## src/rtl/ad_scan_scheduler_pkg.sv

```systemverilog
// Shared types and constants for the AD scan scheduler: FSM encoding,
// UART frame layout and the data value recorded for a timed-out conversion.
package ad_scan_scheduler_pkg;

  typedef enum logic [2:0] {
    ST_IDLE  = 3'd0,
    ST_WAIT  = 3'd1,
    ST_START = 3'd2,
    ST_CONV  = 3'd3,
    ST_TX_HI = 3'd4,
    ST_TX_LO = 3'd5,
    ST_NEXT  = 3'd6
  } state_t;

  // First byte of a frame: channel in the upper nibble, result MSBs below.
  typedef struct packed {
    logic [3:0] ch;
    logic [3:0] data_hi;
  } frame_hi_t;

  localparam logic [11:0] TIMEOUT_DATA = 12'hFFF;

endpackage

```

## src/rtl/ad_scan_scheduler_if.sv

```systemverilog
// Converter handshake (AD_Top) and byte stream (Uart_Top) seen by the scheduler.
interface ad_scan_scheduler_if;
  logic        AD_Start;
  logic [3:0]  AD_Address;
  logic        AD_Done;
  logic [11:0] AD_Data;
  logic [7:0]  Tx_Data;
  logic        Tx_Valid;
  logic        Tx_Ready;

  modport master (
    output AD_Start, AD_Address, Tx_Data, Tx_Valid,
    input  AD_Done, AD_Data, Tx_Ready
  );

  modport slave (
    input  AD_Start, AD_Address, Tx_Data, Tx_Valid,
    output AD_Done, AD_Data, Tx_Ready
  );
endinterface

```

## src/rtl/ad_scan_tick.sv

```systemverilog
// Scan-rate prescaler: counts 0..SCAN_DIV-1 while enabled and pulses o_tick
// for one cycle at the terminal count.
module ad_scan_tick #(
  parameter int SCAN_DIV = 50000
) (
  input  logic i_clk,
  input  logic i_rst_n,
  input  logic i_en,
  output logic o_tick
);
  localparam int CW = (SCAN_DIV > 1) ? $clog2(SCAN_DIV) : 1;

  logic [CW-1:0] r_cnt;
  logic          w_last;

  assign w_last = (r_cnt == CW'(SCAN_DIV - 1));
  assign o_tick = i_en & w_last;

  // Count holds its value while disabled rather than restarting.
  always_ff @(posedge i_clk or negedge i_rst_n) begin
    if (!i_rst_n) begin
      r_cnt <= '0;
    end else if (i_en) begin
      r_cnt <= w_last ? '0 : r_cnt + CW'(1);
    end
  end
endmodule

```

## src/rtl/ad_scan_scheduler.sv

```systemverilog
// Scans masked AD channels on each tick, keeps the latest result per channel
// and, with AD_SCAN_UART_EN defined, streams each result as a 2-byte frame.
module ad_scan_scheduler
  import ad_scan_scheduler_pkg::*;
#(
  parameter int NUM_CH       = 8,
  parameter int SCAN_DIV     = 50000,
  parameter int CONV_TIMEOUT = 1024
) (
  input  logic              Sys_CLK,
  input  logic              Sys_RST,
  input  logic              Scan_En,
  input  logic [NUM_CH-1:0] Ch_Mask,
  input  logic              Err_Clr,
  input  logic [3:0]        Rd_Addr,
  output logic [11:0]       Rd_Data,
  output logic              Scan_Busy,
  output logic              Timeout_Err,
  output logic              Overrun_Err,
  ad_scan_scheduler_if.master bus
);
  localparam int         TO_W     = $clog2(CONV_TIMEOUT + 1);
  localparam logic [4:0] CH_LIMIT = 5'(NUM_CH);

  state_t      r_state, w_state_next;
  logic [3:0]  r_ch;
  logic [15:0] r_mask;
  logic [11:0] r_data;
  logic [TO_W-1:0] r_to_cnt;
  logic        r_timeout_err, r_overrun_err;
  logic [11:0] r_rd_data;
  logic [11:0] r_bank [16];

  logic        w_tick;
  logic [15:0] w_mask_in;
  logic        w_first_found, w_next_found;
  logic [3:0]  w_first_ch, w_next_ch;
  logic        w_timeout, w_conv_done, w_scan_start, w_ch_advance, w_overrun;
  logic [11:0] w_conv_data;
  logic        w_ad_start, w_tx_valid;
  logic [7:0]  w_tx_data;

  ad_scan_tick #(.SCAN_DIV(SCAN_DIV)) u_tick (
    .i_clk   (Sys_CLK),
    .i_rst_n (Sys_RST),
    .i_en    (Scan_En),
    .o_tick  (w_tick)
  );

  // Lowest set bit of the live mask, and next set bit above r_ch in the latched mask.
  always_comb begin
    w_mask_in               = '0;
    w_mask_in[NUM_CH-1:0]   = Ch_Mask;
    w_first_found           = 1'b0;
    w_first_ch              = '0;
    w_next_found            = 1'b0;
    w_next_ch               = '0;
    for (int i = 15; i >= 0; i--) begin
      if (w_mask_in[i]) begin
        w_first_found = 1'b1;
        w_first_ch    = 4'(i);
      end
      if (r_mask[i] && (4'(i) > r_ch)) begin
        w_next_found = 1'b1;
        w_next_ch    = 4'(i);
      end
    end
  end

  assign w_timeout    = (r_state == ST_CONV) && !bus.AD_Done &&
                        (r_to_cnt == TO_W'(CONV_TIMEOUT - 1));
  assign w_conv_done  = (r_state == ST_CONV) && (bus.AD_Done || w_timeout);
  assign w_conv_data  = bus.AD_Done ? bus.AD_Data : TIMEOUT_DATA;
  assign w_scan_start = (r_state == ST_WAIT) && Scan_En && w_tick && w_first_found;
  assign w_ch_advance = (r_state == ST_NEXT) && Scan_En && w_next_found;
  assign w_overrun    = w_tick && Scan_Busy;

  always_ff @(posedge Sys_CLK or negedge Sys_RST) begin
    if (!Sys_RST) begin
      r_state <= ST_IDLE;
    end else begin
      r_state <= w_state_next;
    end
  end

  always_comb begin
    w_state_next = r_state;
    case (r_state)
      ST_IDLE:  if (Scan_En) w_state_next = ST_WAIT;
      ST_WAIT: begin
        if (!Scan_En)         w_state_next = ST_IDLE;
        else if (w_scan_start) w_state_next = ST_START;
      end
      ST_START: w_state_next = ST_CONV;
      ST_CONV: begin
`ifdef AD_SCAN_UART_EN
        if (w_conv_done) w_state_next = ST_TX_HI;
`else
        if (w_conv_done) w_state_next = ST_NEXT;
`endif
      end
      ST_TX_HI: if (bus.Tx_Ready) w_state_next = ST_TX_LO;
      ST_TX_LO: if (bus.Tx_Ready) w_state_next = ST_NEXT;
      ST_NEXT: begin
        if (!Scan_En)          w_state_next = ST_IDLE;
        else if (w_ch_advance) w_state_next = ST_START;
        else                   w_state_next = ST_WAIT;
      end
      default:  w_state_next = ST_IDLE;
    endcase
  end

  always_comb begin
    w_ad_start = (r_state == ST_START);
    Scan_Busy  = (r_state != ST_IDLE) && (r_state != ST_WAIT);
    w_tx_valid = 1'b0;
    w_tx_data  = '0;
`ifdef AD_SCAN_UART_EN
    if (r_state == ST_TX_HI) begin
      w_tx_valid = 1'b1;
      w_tx_data  = frame_hi_t'{ch: r_ch, data_hi: r_data[11:8]};
    end else if (r_state == ST_TX_LO) begin
      w_tx_valid = 1'b1;
      w_tx_data  = r_data[7:0];
    end
`endif
  end

`ifndef AD_SCAN_UART_EN
  logic [12:0] w_unused_tx;
  assign w_unused_tx = {bus.Tx_Ready, r_data};
`endif

  // New error events take priority over a simultaneous Err_Clr.
  always_ff @(posedge Sys_CLK or negedge Sys_RST) begin
    if (!Sys_RST) begin
      r_ch          <= '0;
      r_mask        <= '0;
      r_data        <= '0;
      r_to_cnt      <= '0;
      r_timeout_err <= 1'b0;
      r_overrun_err <= 1'b0;
      r_rd_data     <= '0;
      for (int i = 0; i < 16; i++) r_bank[i] <= '0;
    end else begin
      if (w_scan_start) begin
        r_mask <= w_mask_in;
        r_ch   <= w_first_ch;
      end else if (w_ch_advance) begin
        r_ch   <= w_next_ch;
      end
      r_to_cnt <= (r_state == ST_CONV) ? r_to_cnt + TO_W'(1) : '0;
      if (w_conv_done) begin
        r_bank[r_ch] <= w_conv_data;
        r_data       <= w_conv_data;
      end
      if (w_timeout)    r_timeout_err <= 1'b1;
      else if (Err_Clr) r_timeout_err <= 1'b0;
      if (w_overrun)    r_overrun_err <= 1'b1;
      else if (Err_Clr) r_overrun_err <= 1'b0;
      r_rd_data <= ({1'b0, Rd_Addr} < CH_LIMIT) ? r_bank[Rd_Addr] : '0;
    end
  end

  assign bus.AD_Start   = w_ad_start;
  assign bus.AD_Address = r_ch;
  assign bus.Tx_Valid   = w_tx_valid;
  assign bus.Tx_Data    = w_tx_data;
  assign Rd_Data        = r_rd_data;
  assign Timeout_Err    = r_timeout_err;
  assign Overrun_Err    = r_overrun_err;
endmodule
```

## src/flat_wrapper.sv

```systemverilog
// flat-port wrapper written by rule: the top's interface ports become plain ports
module ad_scan_scheduler_flat import ad_scan_scheduler_pkg::*;
#(
  parameter int NUM_CH       = 8,
  parameter int SCAN_DIV     = 50000,
  parameter int CONV_TIMEOUT = 1024
)
  (Sys_CLK, Sys_RST, Scan_En, Ch_Mask, Err_Clr, Rd_Addr, Rd_Data, Scan_Busy, Timeout_Err, Overrun_Err, bus_AD_Start, bus_AD_Address, bus_Tx_Data, bus_Tx_Valid, bus_AD_Done, bus_AD_Data, bus_Tx_Ready);
  ad_scan_scheduler_if bus_i ();
  input  logic Sys_CLK;
  input  logic Sys_RST;
  input  logic Scan_En;
  input  logic [NUM_CH-1:0] Ch_Mask;
  input  logic Err_Clr;
  input  logic [3:0] Rd_Addr;
  output logic [11:0] Rd_Data;
  output logic Scan_Busy;
  output logic Timeout_Err;
  output logic Overrun_Err;
  output wire logic [$bits(bus_i.AD_Start)-1:0] bus_AD_Start;
  output wire logic [$bits(bus_i.AD_Address)-1:0] bus_AD_Address;
  output wire logic [$bits(bus_i.Tx_Data)-1:0] bus_Tx_Data;
  output wire logic [$bits(bus_i.Tx_Valid)-1:0] bus_Tx_Valid;
  input wire logic [$bits(bus_i.AD_Done)-1:0] bus_AD_Done;
  input wire logic [$bits(bus_i.AD_Data)-1:0] bus_AD_Data;
  input wire logic [$bits(bus_i.Tx_Ready)-1:0] bus_Tx_Ready;
  assign bus_AD_Start = bus_i.AD_Start;
  assign bus_AD_Address = bus_i.AD_Address;
  assign bus_Tx_Data = bus_i.Tx_Data;
  assign bus_Tx_Valid = bus_i.Tx_Valid;
  assign bus_i.AD_Done = bus_AD_Done;
  assign bus_i.AD_Data = bus_AD_Data;
  assign bus_i.Tx_Ready = bus_Tx_Ready;
  ad_scan_scheduler #(.NUM_CH(NUM_CH), .SCAN_DIV(SCAN_DIV), .CONV_TIMEOUT(CONV_TIMEOUT)) u_core (.Sys_CLK(Sys_CLK), .Sys_RST(Sys_RST), .Scan_En(Scan_En), .Ch_Mask(Ch_Mask), .Err_Clr(Err_Clr), .Rd_Addr(Rd_Addr), .Rd_Data(Rd_Data), .Scan_Busy(Scan_Busy), .Timeout_Err(Timeout_Err), .Overrun_Err(Overrun_Err), .bus(bus_i));
endmodule
```

## config.mk

```make
export PLATFORM = sky130hd
export DESIGN_NAME = ad_scan_scheduler_flat
export DESIGN_NICKNAME = d
export VERILOG_FILES = /design/src/rtl/ad_scan_scheduler_pkg.sv /design/src/rtl/ad_scan_scheduler_if.sv /design/src/rtl/ad_scan_tick.sv /design/src/rtl/ad_scan_scheduler.sv /design/src/flat_wrapper.sv
export SDC_FILE = /design/constraint.sdc
export NUM_CORES = 1
export LEC_CHECK = 0
export ABC_AREA = 1
export BUFFER_PORTS_ARGS = -buffer_cell sky130_fd_sc_hd__buf_4
export CAP_MARGIN = 20
export CORE_MARGIN = 2
export CORE_UTILIZATION = 64
export CTS_BUF_LIST = sky130_fd_sc_hd__clkbuf_8
export CTS_CLUSTER_DIAMETER = 200
export DETAILED_ROUTE_END_ITERATION = 10
export GPL_ROUTABILITY_DRIVEN = 0
export PLACE_DENSITY = 0.85
export SETUP_SLACK_MARGIN = 0.5
export SYNTH_ARGS = -nofsm -noshare
export SYNTH_HDL_FRONTEND = slang
export SYNTH_SLANG_ARGS = --single-unit
```

## constraint.sdc

```tcl
create_clock -name Sys_CLK -period 4.2 [get_ports Sys_CLK]
set_clock_uncertainty 0.2 [all_clocks]
set_input_delay 0.84 -clock Sys_CLK [delete_from_list [all_inputs] [get_ports Sys_CLK]]
set_output_delay 0.84 -clock Sys_CLK [all_outputs]
set_load 0.005 [all_outputs]
```

# --- Word-level counts from Yosys, hierarchy flattened ---
# Index checks and enable logic that the tools add are counted.
classes:
  n_bitwise: 3
  n_shift: 0
  n_reduce_logical: 27
  n_mul: 0
  magnitude_cmp: 12
  addsub: 2
  div: 0
  mux: 56
  n_eq_ne: 14
ops:
  columns: ["op", "n"]
  rows:
  - ["192-bit bitwise mux", 1]
  - ["3-bit 2-to-1 mux", 23]
  - ["12-bit 2-to-1 mux", 5]
  - ["12-bit binary-select mux with 4-bit select", 1]
  - ["12-bit demux with 4-bit select", 1]
  - ["3-bit case mux with 7 select lines", 1]
  - ["1-bit logical AND", 19]
  - ["1-bit 2-to-1 mux", 19]
  - ["16-bit by 1-bit adder with 16-bit output, second input constant", 1]
  - ["16-bit == test, second input constant", 1]
  - ["3-bit by 4-bit > comparator with 1-bit output, first input constant", 4]
  - ["16-bit 2-to-1 mux", 1]
  - ["11-bit by 1-bit adder with 11-bit output, second input constant", 1]
  - ["11-bit by 10-bit == test with 1-bit output, second input constant", 1]
  - ["11-bit 2-to-1 mux", 1]
  - ["5-bit >= comparator, second input constant", 2]
  - ["4-bit NOT with 5-bit output", 2]
  - ["3-bit == test, second input constant", 3]
  - ["1-bit by 4-bit > comparator with 1-bit output, first input constant", 2]
  - ["2-bit by 4-bit > comparator with 1-bit output, first input constant", 2]
  - ["4-bit 2-to-1 mux", 2]
  - ["3-bit by 2-bit == test with 1-bit output, second input constant", 2]
  - ["2-bit != test, second input constant", 3]
  - ["2-bit nonzero test", 3]
  - ["13 further kinds", 13]
totals:
  ff_bits: 248
  ramBits: 0
  elab_cells: 138
  out_inout_bits: 29
  romBits: 0
  latchBits: 0
  n_memories: 0
  in_bits: 30

# --- Longest topological paths before layout ---
# Gate-level depths: netlist of run 1.
logic_depth:
  depth_word: 14
  mapped_depth: 11
  ltp_nobuf: 11

# --- Modules after synthesis ---
# From an unflattened synthesis of run 1, not the netlist that was laid out.
hier_totals:
  cells_unflattened: 973
  area_unflattened_um2: 7547.2
modules_own_cells:
  columns: ["module", "cells_each", "area_per_inst_um2", "instances", "seq_area_each_um2"]
  rows:
  - ["ad_scan_scheduler", 839, 6585.1, 1, 3353.2]
  - ["ad_scan_tick", 134, 962.2, 1, 400.4]

# --- Least setup slack after synthesis of run 1 ---
# No wires, ideal clock.
synth_timing:
  kind: "input to register"
  from: "in Scan_En"
  to: "reg u_core.r_mask[5]"
  path_slack_ps: 2082
  t_required_ps: 3880
  arrival_time_ps: 1798
  cell_stages: 8
  setup_ps: 120
  path_buffers: 1
  cell_sequence: "nand4_1 inv_1 nand2_1 nor2_1 buf_2 nand2_1 o21ai_0 inv_1"
synth_via:
  elab_chain_len: 3
  elab_cells_between_ends: 4
  cone_classes: "bitwise: 1; reduce/logical: 3"
synth_lines:
  columns: ["element", "line_no", "source"]
  rows:
  - ["start, declared", "flat_wrapper.sv:12", "input logic Scan_En;"]
  - ["1-bit AND or 1-bit logical AND (tied branches)", "ad_scan_tick.sv:17, ad_scan_scheduler.sv:74", null]
  - ["1-bit logical AND * (2 in series)", "ad_scan_scheduler.sv:74", "assign w_scan_start = (r_state == ST_WAIT) && Scan_En && w_tick && w_first_found;"]
  - ["end signal, assigned", "ad_scan_scheduler.sv:147", "r_mask <= w_mask_in;"]
  - ["end, declared", "ad_scan_scheduler.sv:27", "logic [15:0] r_mask;"]
# Mark *: on every way between the ends. The rest lies on a longest branch, timed or not.
# A chain may end at the register's enable or synchronous reset.

# --- Worst setup path in the final report of run 1 ---
layout_timing:
  from: "reg u_core.r_to_cnt[0]"
  to: "reg u_core.r_bank[120] (netlist name)"
layout_via:
  elab_chain_len: 4
layout_lines:
  columns: ["element", "line_no", "source"]
  rows:
  - ["start, declared", "ad_scan_scheduler.sv:29", "logic [TO_W-1:0] r_to_cnt;"]
  - ["start signal, assigned", "ad_scan_scheduler.sv:152", "r_to_cnt <= (r_state == ST_CONV) ? r_to_cnt + TO_W'(1) : '0;"]
  - ["11-bit by 10-bit == test with 1-bit output", "ad_scan_scheduler.sv:71", "(r_to_cnt == TO_W'(CONV_TIMEOUT - 1));"]
  - ["1-bit logical AND", "ad_scan_scheduler.sv:70", "assign w_timeout = (r_state == ST_CONV) && !bus.AD_Done &&"]
  - ["1-bit logical OR", "ad_scan_scheduler.sv:72", "assign w_conv_done = (r_state == ST_CONV) && (bus.AD_Done || w_timeout);"]
  - ["1-bit logical AND", "ad_scan_scheduler.sv:72", null]
  - ["end signal, assigned by index", "ad_scan_scheduler.sv:154", "r_bank[r_ch] <= w_conv_data;"]
  - ["end, declared", "ad_scan_scheduler.sv:32", "logic [11:0] r_bank [16];"]
# No other way between the ends.

==> results of run 1 <==
cells in the final DEF (no fill, tap or decap), drive strengths merged, types with 10 or more instances in the layout:
cell | netlist | final
a21oi | 17 | 17
a31oi | 12 | 12
buf | 20 | 53
clkbuf | 29 | 21
conb | 1 | 10
dfrtp | 150 | 150
inv | 62 | 64
nand2 | 192 | 192
nand3 | 34 | 34
nor2 | 130 | 130
o21ai | 182 | 182
o22ai | 14 | 14
sequential cells by signal, indices dropped and copies added, names as in the netlist:
signal,cells
u_core.bus.AD_Address,3
u_core.Timeout_Err,1
u_core.r_to_cnt,11
u_core.Rd_Data,12
u_core.Overrun_Err,1
u_core.r_state,3
u_core.u_tick.r_cnt,16
u_core.r_bank,96
u_core.r_mask,7
per-stage QoR:
| stage | util | worst slack [ps] | hold slack, ps | power (mW) | instances |
|---|---|---|---|---|---|
| 2_1_floorplan | - | 2082 | 233.1 | 2.061 | 882 |
| 3_3_place_gp | 0.6839 | 1277 | 242.9 | 2.218 | 1023 |
| 3_5_place_dp | 0.6864 | 1197 | 254.4 | 2.253 | 1024 |
| 4_1_cts | 0.7271 | 1191 | 265.9 | 3.453 | 1056 |
| 5_1_grt | 0.7310 | 901.8 | 27.38 | 3.638 | 1058 |
| 6_report | 0.7310 | 1183 | 27.72 | 3.464 | 1058 |
worst register-to-register path, delay by kind of cell (launching register included):
kind            cells  cell delay [ps]
compound gates      2              780
fa+ha+maj           1              200
flops               1              380
simple gates        4             1350
cell usage after synthesis:
cell type / count / area share
clkbuf_1: 28 / 0.015
dfrtp_1: 150 / 0.54
a2bb2oi_1: 1 / 0.0013
buf_4: 10 / 0.011
xor2_1: 4 / 0.0050
nor2_1: 129 / 0.069
nor2_2: 1 / 0.00089
xnor2_1: 1 / 0.0013
nand4_1: 8 / 0.0072
ha_1: 2 / 0.0036
buf_2: 10 / 0.0072
nor3_1: 8 / 0.0057
a31oi_1: 12 / 0.011
nand3b_1: 1 / 0.0011
o22ai_1: 14 / 0.013
and2_1: 1 / 0.00089
nand2_2: 3 / 0.0027
clkbuf_2: 1 / 0.00071
o21ai_1: 2 / 0.0014
a21oi_1: 16 / 0.011
conb_1: 1 / 0.00054
inv_2: 1 / 0.00054
nand3_1: 34 / 0.024
a31o_2: 1 / 0.0013
o32ai_1: 1 / 0.0013
a21oi_4: 1 / 0.0023
o21ai_0: 180 / 0.13
or2_2: 2 / 0.0018
nand2_1: 189 / 0.10
inv_1: 61 / 0.033
worst max-delay path by stage:
stage	slack, ps	depth (start not counted)	to
floorplan	2080	8	u_core.r_mask[5]$_DFFE_PN0P_
global placement	1280	6	u_core.Rd_Data[0]$_DFF_PN0_
detailed placement	1200	5	u_core.r_bank[136]$_DFFE_PN0P_
CTS	1190	7	u_core.r_bank[120]$_DFFE_PN0P_
global route	900	7	u_core.r_bank[129]$_DFFE_PN0P_
finish	1180	7	u_core.r_bank[120]$_DFFE_PN0P_
cell type report:
type                    count  area, µm²  area share
well taps                 140      175.2     0.02230
clock buffers              21      289.0     0.03680
clock inverters            11      147.6     0.01880
multi-input cells         621       2808      0.3574
repair buffers             53      449.2     0.05718
flip-flops and latches    150       3754      0.4779
inverters                  62      232.7     0.02963
metal layers:
metal | share of wire | GRT usage | vias up
li1 | - | - | 2914
met1 | 0.41 | 0.4161 | 2973
met2 | 0.49 | 0.5147 | 290
met3 | 0.076 | 0.07173 | 33
met4 | 0.022 | 0.1328 | 0
met5 | 0 | 0 | -
kinds of logic (layout without fill, tap and decap cells):
| logic type | Yosys count | count (layout) | share of synthesized area |
|---|---|---|---|
| adder cells (fa/ha/maj) | 2 | 2 | 0.003577 |
| XOR/XNOR | 5 | 5 | 0.006260 |
| AND/OR/NAND/NOR | 376 | 376 | 0.2152 |
| flip-flops | 150 | 150 | 0.5366 |
| buffers and inverters | 111 | 147 | 0.06689 |
| other | 1 | 10 | 0.0005361 |
| AO/OA/AOI/OAI | 228 | 228 | 0.1710 |
power by group through the flow:
stage / combinational [mW] / clock [mW] / sequential, mW
CTS: 0.566 / 1.21 / 1.67
global route: 0.662 / 1.28 / 1.69
floorplan: 0.394 / 0 / 1.67
finish: 0.580 / 1.20 / 1.68
detailed placement: 0.553 / 0 / 1.70
global placement: 0.524 / 0 / 1.69
==> impl_metrics.csv, run 1 <==
group,metric,value,unit
outcome,status,"completed",
sta,slew_headroom,0.3286,
worst_setup_path,critPathLaunch,"u_core.r_to_cnt[0]$_DFF_PN0_",
logic_synthesis,synthDistinctLibCells,30,
placed_design,dpl.hpwl,11150,µm
finish,stdcell_area,0.007855,mm²
logic_synthesis,netlist_area,0.006995,mm²
sta,min_period,3017,ps
finish,drive_gt1_frac,0.1013,
clock_network,path_clk_slew,80,ps
worst_setup_path,crit_path_start_kind,"register",
clock_network,worstSkewPairLatency,470,ps
worst_hold_path,hold_path_class,"input pin to asynchronous set/reset pin",
finish,num-fill-cells,801,
sta,rsz0062_at_grt,"no",
global_route,grt_max_degree,125,
clock_network,cts_setup_buffers,0,
floorplan,coreArea,0.01075,mm²
global_route,grt_util_all_layers,0.3181,
global_route,grt_pass1_wl,28550,µm
floorplan,dieWidth,108.6,µm
route,vias_per_cell,5.870,
route,drc_errors,0,
global_route,grt_pass1_vias,5981,
finish,antenna_cells,0,
sta,period_share,0.7183,
logic_synthesis,ys_ff_latch,150,
worst_setup_path,path_cells,"ha_1 -> nand2_1 -> nor2_2 -> nand3_1 -> a21oi_4 -> nand4_1 -> o21ai_0",
route,drt_wl_total,17320,µm
sta,timing.setup.tns,0,ps
worst_setup_path,r2r-start,"u_core.r_to_cnt[0]$_DFF_PN0_",
power,pwr-share-comb,0.167,
clock_network,cts_resized,0,
power,power_density,441.1,mW/mm²
finish,synthToLayoutAreaGrowth,12.29,%
worst_setup_path,slowest_delay,810,ps
worst_setup_path,crit_buf_inv,0,
logic_synthesis,synthCells,873,
power,clkPwrFrac,0.347,
placed_design,placed_area,0.007376,mm²
flow_run,cap_violations,0,
worst_setup_path,crit_fanout,24,
global_route,antenna_found_initial,0,
route,drt_iter0_markers,676,
logic_synthesis,yosysWarnings,0,
floorplan,dieArea,0.01178,mm²
clock_network,postCtsHoldBufs,0,
worst_setup_path,path_class,"register to register",
worst_setup_path,reg2reg_depth,7,
clock_network,clockBufferDepth,2,
power,p_leak,3.830,nW
route,drt_pass1_iterations,5,
clock_network,cts_tree,"yes",
power,internal_power,2.431,mW
clock_network,cts_sinks,150,
sta,clock.fmax,331.5,MHz
logic_synthesis,avgSynthCellArea,8.013,µm²
global_route,grt_overflow,0,
floorplan,io_pins,59,
route,via_count,6210,
worst_setup_path,cpLargestDelayFamily,"simple AND/OR/NAND/NOR gates",
clock_network,htreeDepth,4,
floorplan,row_count,38,
power,switching_share,0.2983,
sta,max_slew.worst_pin.slew,1004,ps
power,peakVddDrop,0.0004410,V
worst_setup_path,rr_endpoint,"u_core.r_bank[120]$_DFFE_PN0P_",
power,power_frac_seq,0.485,
worst_setup_path,ff2ff_setup_slack,1180,ps
logic_synthesis,synth-seq-area-share,0.5366,
placed_design,portBuffers,48,
finish,nNetsFinal,937,
power,p_sw,1.033,mW
worst_setup_path,endpoint_kind,"register",
sta,hold_violations,0,
worst_setup_path,slowest_stage,"nand4_1",
floorplan,initial_core_util,0.6510,
worst_setup_path,cp.required,4350,ps
sta,slew_violations,0,
sta,finalSetupViolCount,0,
floorplan,die_y,108.6,µm
clock_network,numCtsBuffers,17,
route,routedWlPerCell,16.37,µm
route,ant_nets,0,
worst_setup_path,arrival,3170,ps
clock_network,cts-root-buf,"clkbuf_8",
Power figures use the tool's default switching activity.
==> run 2: changes to the inputs <==
Settings changed: CORE_UTILIZATION 64 to 56, PLACE_DENSITY 0.85 to 0.78.
Clock period 4.2 ns to 2.7 ns, I/O delays scaled along.
==> impl_metrics.csv, run 2 (synthesis gave the netlist of run 1 again) <==
group,metric,value,unit
outcome,status,"completed",
finish,stdcell_area,0.008139,mm²
clock_network,cts_tree,"yes",
worst_setup_path,reg2reg_depth,10,
worst_setup_path,r2r-start,"u_core.r_to_cnt[0]$_DFF_PN0_",
finish,regMostFlops,"u_core.r_bank",
flow_run,cap_violations,0,
finish,layout_commonest_cell,"nand2_1",
placed_design,portBuffers,48,
clock_network,path_clk_slew,80,ps
route,routedWlPerCell,15.16,µm
finish,synthToLayoutAreaGrowth,16.35,%
route,drt_iter0_markers,730,
clock_network,numCtsBuffers,17,
route,drt_wl_total,16790,µm
power,peakVddDrop,0.0006077,V
sta,fin_ws,535.4,ps
worst_setup_path,endpoint_kind,"register",
finish,largest_reg_flops,96,
global_route,grt_overflow,0,
power,p_leak,3.932,nW
finish,nNetsFinal,958,
worst_setup_path,critPathLaunch,"u_core.r_to_cnt[0]$_DFF_PN0_",
floorplan,io_pins,59,
sta,timing.setup.tns,0,ps
clock_network,clockBufferDepth,2,
global_route,grt_pass1_wl,27120,µm
floorplan,die_y,115.8,µm
clock_network,cts_sinks,150,
worst_hold_path,min_path_cells,2,
floorplan,coreArea,0.01211,mm²
worst_hold_path,worstHoldStart,"Err_Clr",
power,power_density,651.4,mW/mm²
global_route,grt_max_degree,49,
finish,final_cell_mix,"183 x nand2_1, 180 x o21ai_0, 148 x dfrtp_1, 127 x nor2_1, 60 x buf_4",
route,drt_pass1_iterations,5,
sta,slew_headroom,0.5155,
floorplan,row_count,40,
clock_network,worstSkewPairLatency,450,ps
finish,num-fill-cells,1028,
sta,min_period,2165,ps
global_route,grt_pass1_vias,5658,
route,vias_per_cell,5.562,
sta,period_share,0.8017,
worst_setup_path,cp.required,2810,ps
worst_hold_path,hold_path_class,"input pin to register",
clock_network,cts-root-buf,"clkbuf_8",
power,p_total,5.302,mW
route,via_count,6157,
placed_design,dpl.hpwl,10920,µm
sta,slew_violations,0,
floorplan,initial_core_util,0.5776,
global_route,grt_util_all_layers,0.2615,
clock_network,htreeDepth,4,
worst_setup_path,arrival,2270,ps
worst_setup_path,crit_path_start_kind,"register",
sta,hold_violations,0,
worst_setup_path,path_class,"register to register",
floorplan,dieArea,0.01340,mm²
route,drc_errors,0,
global_route,antenna_found_initial,0,
finish,drive_gt1_frac,0.1363,
sta,finalSetupViolCount,0,
sta,max_slew.worst_pin.slew,725.9,ps
worst_setup_path,crit_fanout,6,
floorplan,dieWidth,115.8,µm
sta,clock.fmax,462.0,MHz
placed_design,placed_area,0.007543,mm²
sta,rsz0062_at_grt,"yes",
route,ant_nets,0,
finish,antenna_cells,0,
placed_design,pre_cts_ws,424.5,ps
-- run 2: area by class of cell --
| class | instances | area [µm²] | area share |
|---|---|---|---|
| repair buffers | 73 | 633.1 | 0.07779 |
| well taps | 168 | 210.2 | 0.02583 |
| clock buffers | 20 | 275.3 | 0.03382 |
| clock inverters | 12 | 126.4 | 0.01553 |
| flip-flops and latches | 150 | 3756 | 0.4615 |
| multi-input cells | 622 | 2900 | 0.3563 |
| inverters | 62 | 237.7 | 0.02921 |
-- run 2: per-layer routing --
metal	global-route usage	share of wire	vias up
li1	-	-	2967
met1	0.3411	0.43	2907
met2	0.4285	0.48	257
met3	0.06433	0.069	26
met4	0.09524	0.015	0
met5	0	0	-
-- run 2: final timing paths --
check                      slack (ps)                        endpoint
hold reg to reg                   280    u_core.r_to_cnt[0]$_DFF_PN0_
min in group asynchronous         360  u_core.r_bank[132]$_DFFE_PN0P_
hold / removal                     80  u_core.Timeout_Err$_DFFE_PN0P_
setup / recovery                  540  u_core.r_bank[126]$_DFFE_PN0P_
setup reg to reg                  540  u_core.r_bank[126]$_DFFE_PN0P_
max in group asynchronous        1260  u_core.r_bank[114]$_DFFE_PN0P_
-- run 2: metrics by stage --
stage / util / hold WS [ps] / cells
2_1_floorplan: - / 44.41 / 882
3_3_place_gp: 0.6228 / 243.7 / 1064
3_5_place_dp: 0.6228 / 253.2 / 1064
4_1_cts: 0.6594 / 71.38 / 1099
5_1_grt: 0.6720 / 67.80 / 1107
6_report: 0.6720 / 81.01 / 1107
-- run 2: critical path, cell delays in order (launching register included) --
cell     delay, ps
dfrtp_1        380
ha_2           210
nand2_2         80
nor2_4         170
nand3_4        110
a21oi_4        240
nand4_1        150
buf_6          160
buf_2          160
nand2_1         70
o21ai_0         70
-- run 2: timing repair --
action / in CTS / in global routing
setup buffers: 2 / 6
hold buffers: 1 / 0
resized for setup: 6 / 23
pin swaps: 0 / 3
gates cloned: 0 / 2
endpoints found under the hold margin: 39 / 0
endpoints found under the setup margin: 38 / 99
-- run 2: report_power, final --
group	internal (mW)	total [mW]	switching, mW
sequential	2.44	2.60	0.161
combinational	0.372	0.952	0.580
clock	0.891	1.75	0.855
total	3.71	5.30	1.60
